$ cat src/rtl/rr_arb_mux.sv
// N-input round-robin arbiter feeding a one-entry registered output with
// valid/ready backpressure on both sides.
module rr_arb_mux #(
  parameter  int unsigned WIDTH  = 8,
  parameter  int unsigned NUM_IN = 4,
  localparam int unsigned SEL_W  = $clog2(NUM_IN)
) (
  input  logic                    clk,
  input  logic                    rst_n,
  input  logic [NUM_IN-1:0]       in_valid,
  input  logic [NUM_IN*WIDTH-1:0] in_data,
  output logic [NUM_IN-1:0]       in_ready,
  output logic                    out_valid,
  output logic [WIDTH-1:0]        out_data,
  output logic [SEL_W-1:0]        out_sel,
  input  logic                    out_ready
);

  logic             out_valid_q, out_valid_d;
  logic [WIDTH-1:0] out_data_q, out_data_d;
  logic [SEL_W-1:0] out_sel_q, out_sel_d;
  logic [SEL_W-1:0] ptr_q, ptr_d;

  logic             load;
  logic             grant_valid;
  logic [SEL_W-1:0] grant_idx;
  logic [SEL_W-1:0] scan_idx;
  logic [WIDTH-1:0] grant_data;

  assign load = ~out_valid_q | out_ready;

  // Walk the channels starting at ptr, wrapping at NUM_IN; first valid wins.
  always_comb begin
    grant_valid = 1'b0;
    grant_idx   = '0;
    scan_idx    = ptr_q;
    for (int k = 0; k < NUM_IN; k++) begin
      if (!grant_valid && in_valid[scan_idx]) begin
        grant_valid = 1'b1;
        grant_idx   = scan_idx;
      end
      scan_idx = (scan_idx == SEL_W'(NUM_IN - 1)) ? '0 : scan_idx + 1'b1;
    end
  end

  always_comb begin
    grant_data = '0;
    in_ready   = '0;
    for (int i = 0; i < NUM_IN; i++) begin
      if (grant_valid && (grant_idx == SEL_W'(i))) begin
        grant_data  = in_data[i*WIDTH +: WIDTH];
        in_ready[i] = load & rst_n;
      end
    end
  end

  always_comb begin
    out_valid_d = out_valid_q;
    out_data_d  = out_data_q;
    out_sel_d   = out_sel_q;
    ptr_d       = ptr_q;
    if (load) begin
      if (grant_valid) begin
        out_valid_d = 1'b1;
        out_data_d  = grant_data;
        out_sel_d   = grant_idx;
        ptr_d       = (grant_idx == SEL_W'(NUM_IN - 1)) ? '0 : grant_idx + 1'b1;
      end else begin
        out_valid_d = 1'b0;
      end
    end
  end

  always_ff @(posedge clk or negedge rst_n) begin
    if (!rst_n) begin
      out_valid_q <= 1'b0;
      out_data_q  <= '0;
      out_sel_q   <= '0;
      ptr_q       <= '0;
    end else begin
      out_valid_q <= out_valid_d;
      out_data_q  <= out_data_d;
      out_sel_q   <= out_sel_d;
      ptr_q       <= ptr_d;
    end
  end

  assign out_valid = out_valid_q;
  assign out_data  = out_data_q;
  assign out_sel   = out_sel_q;

endmodule

$ cat config.mk
export PLATFORM = sky130hd
export DESIGN_NAME = rr_arb_mux
export DESIGN_NICKNAME = d
export VERILOG_FILES = /design/src/rtl/rr_arb_mux.sv
export SDC_FILE = /design/constraint.sdc
export NUM_CORES = 1
export LEC_CHECK = 0
export CAP_MARGIN = 20
export CORE_ASPECT_RATIO = 1.25
export CORE_MARGIN = 2
export CORE_UTILIZATION = 38
export CTS_CLUSTER_SIZE = 12
export DETAILED_ROUTE_END_ITERATION = 10
export GPL_ROUTABILITY_DRIVEN = 0
export PLACE_DENSITY = 0.77
export SETUP_SLACK_MARGIN = 0.3
export SLEW_MARGIN = 15
export SYNTH_ARGS = -nofsm -noshare
export SYNTH_HDL_FRONTEND = slang
export SYNTH_SLANG_ARGS = --single-unit
export TNS_END_PERCENT = 100
$ cat constraint.sdc
create_clock -name clk -period 2.8 [get_ports clk]
set_input_delay 0.56 -clock clk [delete_from_list [all_inputs] [get_ports clk]]
set_output_delay 0.56 -clock clk [all_outputs]
set_load 0.01 [all_outputs]
After elaboration in Yosys (flattened, before gate mapping):

Cells that the tools add are included.

* register bits after elaboration: 13
* input port bits: 39
* output and inout bits: 15
* logic and storage cells: 62

* add/sub/neg operators: 4
* order comparisons: 4
* equality and inequality tests: 6
* multiplexer cells: 29
* bitwise gates (word level): 3
* reductions and logical operators: 12

Operators with widths (count)
* $mux 8: 4
* $mux 2: 8
* $mux 1: 13
* $lt 2x3->1 const B: 4
* $eq 2x2->1 const B: 5
* $add 2x1->2 const B: 4
* $bmux 1 s2: 4
* $logic_and 1x1->1: 7
* $logic_not 1->1: 3
* $eq 2x1->1 const B: 1
* $logic_not 2->1: 1
* $reduce_and 2->1: 1
* $and 1x1->1: 1
* $not 1->1: 1
* $or 1x1->1: 1

Depth between registers and ports, before layout:

* depth after elaboration: 18
* mapped depth: 14
* depth with buffers taken out: 12

Worst setup path after synthesis:

OpenSTA, ideal clock, no wires.

* path kind: register to output
* start: register ptr_q[0]
* end: output port in_ready[1]
* arrival: 2434 ps
* data required time: 2240 ps
* setup slack: -194 ps
* stages on the path, launching flop included: 12
* path buffers: 3
* cell sequence: dfrtp_1 > ha_1 > clkbuf_1 > clkbuf_1 > nand3_1 > o31a_1 > o31ai_1 > nand2_1 > a32o_1 > ha_1 > clkbuf_1 > and3_1

* word-level cells in the longest chain between the ends: 15
* elaborated cells on any way between the ends: 34
* those cells by class: add/sub: 3; eq/ne: 4; mux: 20; reduce/logical: 7

Ends and longest elaborated chain
* start: declaration: line 22 `logic [SEL_W-1:0] ptr_q, ptr_d;`
* start signal: assignment: line 84 `ptr_q <= ptr_d;`
* branches (longest 13 deep; another with $add 2x1->2)
* $logic_and 1x1->1 (*): line 50 `if (grant_valid && (grant_idx == SEL_W'(i))) begin`
* $mux 1 (*): line 50
* end: declaration: line 12 `output logic [NUM_IN-1:0] in_ready,`

Every way passes the cells marked *. The select of a mux whose other input is x is not followed.

Worst setup path in the final report:

* start: register ptr_q[0]
* end: output port in_ready[3]

* word-level cells in the longest chain between the ends: 15
* elaborated cells on any way between the ends: 34
* those cells by class: add/sub: 3; eq/ne: 4; mux: 20; reduce/logical: 7

Ends and longest elaborated chain
* branches (longest 11 deep; another with $add 2x1->2)
* $mux 2 (*): line 38 `if (!grant_valid && in_valid[scan_idx]) begin`
* via grant_idx[1]: line 26 `logic [SEL_W-1:0] grant_idx;`
* $eq 2x2->1 (*): line 50
* $logic_and 1x1->1 (*): line 50
* $mux 1 (*): line 50

Mark *: on every way through the listed nets, which the timed path passes. The select of a mux whose other input is x is not followed.

==> impl_metrics.py <==
metrics = {
    "synth": {
        "ys_warn_count": 0,
        "ys_types": 44,
        "synth_top_area_share_pct": 26.7,
        "synth.avg_cell_area_um2": 9.09,
        "ys_seq_area_share_pct": 26.7,
        "synth-async-reset-ratio_pct": 100,
        "ys_dominant_reg_cell": "dfrtp_1",
        "synth_nets": 178,
        "synthTopCellsByArea": "dfrtp_1 27%, mux2_2 8.3%, a21oi_1 5.8%, ha_1 5.1%, a22oi_1 4.9%",
        "synth-edff-count": 0,
        "synthCells": 134,
        "ys_ff_latch": 13,
        "yosys.area.top_type": "dfrtp_1",
        "syn-cell-area_mm2": 0.00122,
    },
    "cts": {
        "cts.sinks": 13,
        "cts_made_buffers": 3,
        "cts_hold_buf": 0,
        "cts_tree": "built",
        "htree_levels": 1,
        "clkSlewWorstSetupHoldPaths_ns": 0.06,
        "ctsLongestPathBuffers": 2,
        "clock_latency_ns": 0.24,
        "cts-root-buf": "clkbuf_8",
    },
    "sta": {
        "min_period_over_period_pct": 115,
        "rsz0062_at_grt": "true",
        "slew_headroom_pct": 73.7,
        "setup_viol": 12,
        "final_hold_viol_count": 0,
        "drv_slew": 0,
        "worstMarginPinSlew_ns": 0.391,
        "fmax_ghz": 0.310,
        "period_needed_ns": 3.22,
        "worst_clock_skew_ns": 0.00155,
        "worst_slack_ns": -0.423,
    },
    "final_layout": {
        "final_nets": 275,
        "antennaDiodeCount": 0,
        "area_growth_pct": 111,
        "final_layout_size_suffix_gt1_share_pct": 53.9,
        "fin_util_pct": 81.9,
    },
    "floorplanning": {
        "core_area_mm2": 0.00314,
        "start_util_pct": 38.8,
        "die-area_mm2": 0.00368,
        "io_pins": 54,
        "rows": 23,
        "die_w_um": 54.6,
        "fp.dieH_um": 67.3,
    },
    "global_route": {
        "grt_pass1_wl_um": 7480,
        "globalRouteTotalUtil_pct": 28.3,
        "first_global_vias": 1617,
        "antenna_found_initial": 0,
        "grt.overflow.total": 0,
        "grt_start_max_net_pins": 12,
    },
    "drt": {
        "wl_um": 6190,
        "drc": 0,
        "avgViaCountPerCell": 6.22,
        "first_pass_iters": 4,
        "ant_nets": 0,
        "drt_iter0_markers": 57,
        "wire_per_inst_um": 23.2,
        "vias": 1661,
    },
    "run_status": {
        "status": "complete, but fails checks",
        "failed_checks": "setup timing",
    },
    "setup_path": {
        "critPathMaxFanout": 7,
        "cp-end-kind": "primary output",
        "ff2ff_path_depth": 13,
        "start_kind": "register",
        "cp.arrival_ns": 2.66,
        "cp.required_ns": 2.24,
        "path_class": "register to primary output",
    },
    "hold_path": {
        "hp-class": "register to register",
        "hold_depth": 1,
    },
    "placement": {
        "dp_slack_ns": -0.883,
        "port_buffers": 53,
        "dpl.hpwl_um": 3300,
    },
    "run": {
        "maxCapViolations": 0,
    },
}
==> path summary, 6_finish.rpt <==
path | from | to | slack (ns)
min | out_data[3] | out_data[3] | 0.54
max | ptr_q[0] | in_ready[3] | -0.42
min in group asynchronous | rst_n | out_data[0] | 0.60
min reg2reg | out_data[3] | out_data[3] | 0.54
max in group asynchronous | rst_n | out_data[5] | 1.73
max reg2reg | ptr_q[0] | out_data[6] | -0.29
==> per-layer routing <==
metal / wire length (um) / track usage, % / vias to the layer above / part of all wire (%)
li1: - / - / 706 / -
met1: 2350 / 26.6 / 805 / 38
met2: 3070 / 55.2 / 116 / 50
met3: 486 / 4.65 / 34 / 7.9
met4: 282 / 14.1 / 0 / 4.6
met5: 0 / 0 / - / 0
==> placed cells by master, fill, tap and decap left out, types with 5 or more instances in the layout <==
cell type | netlist | layout
clkdlybuf4s50_1 | 0 | 45
buf_4 | 0 | 37
dfrtp_1 | 13 | 13
buf_6 | 2 | 11
mux2_4 | 4 | 10
a21oi_2 | 0 | 9
a22oi_2 | 0 | 5
==> sequential cells by signal, summed over array words and instances (netlist names) <==
register   cells
out_data       8
out_sel        2
ptr_q          2
out_valid      1
==> layout make-up <==
| cell class | count | area [um^2] |
|---|---|---|
| fillers | 170 | 569 |
| inverters | 6 | 27.5 |
| well taps | 37 | 46.3 |
| multi-input cells | 106 | 1180 |
| flip-flops and latches | 13 | 325 |
| repair buffers | 101 | 947 |
| clock buffers | 4 | 45.0 |
==> metrics by stage <==
step | cell area (um^2) | TNS [ns] | std cells | hold slack, ns
after floorplan | 1310 | 0 | 134 | 0.264
after global placement | 2050 | -8.03 | 249 | 0.492
after detailed placement | 2050 | -8.96 | 249 | 0.494
after CTS | 2370 | -1.95 | 264 | 0.506
after global routing | 2570 | -4.27 | 267 | 0.551
final | 2570 | -3.67 | 267 | 0.537
==> kinds of logic after synthesis <==
family	synth area share, %
AOI/OAI and AO/OA	25.4
and+or+nand+nor	17.1
muxes	18.1
buffers and inverters	6.89
DFF	26.7
adders and majority gates	5.14
xor gates and xnor gates	0.720
==> critical path: stages, from the launching register on <==
cell     delay (ns)
dfrtp_1        0.42
ha_4           0.37
mux4_2         0.37
o31ai_4        0.29
nand2_2        0.11
a32oi_2        0.28
buf_4          0.17
ha_4           0.12
and3_4         0.17
buf_6          0.10
==> repair_timing <==
item / in CTS / in global routing
resized for setup: 65 / 36
gates cloned: 0 / 0
pin swaps: 6 / 10
setup endpoints to repair: 14 / 14
setup buffers: 11 / 3
==> Yosys cell counts, types with 2 or more instances <==
master    instances
dfrtp_1          13
a31o_2            2
o21ai_0           3
inv_1             6
a21oi_1          14
and3_1            5
nand2_1           4
and2_1            2
a22oi_1           8
nand3_1           4
nor4b_1           2
a211oi_1          2
buf_6             2
nand2b_1          3
clkbuf_1          5
nor2_1            7
nor3_1            2
nand4_1           2
ha_1              5
mux2_2            9
mux2_4            4
o22ai_1           8
Power is left out: the tool's default activity adds up to more than one toggle a clock period on the data nets, which glitch-free logic cannot reach.
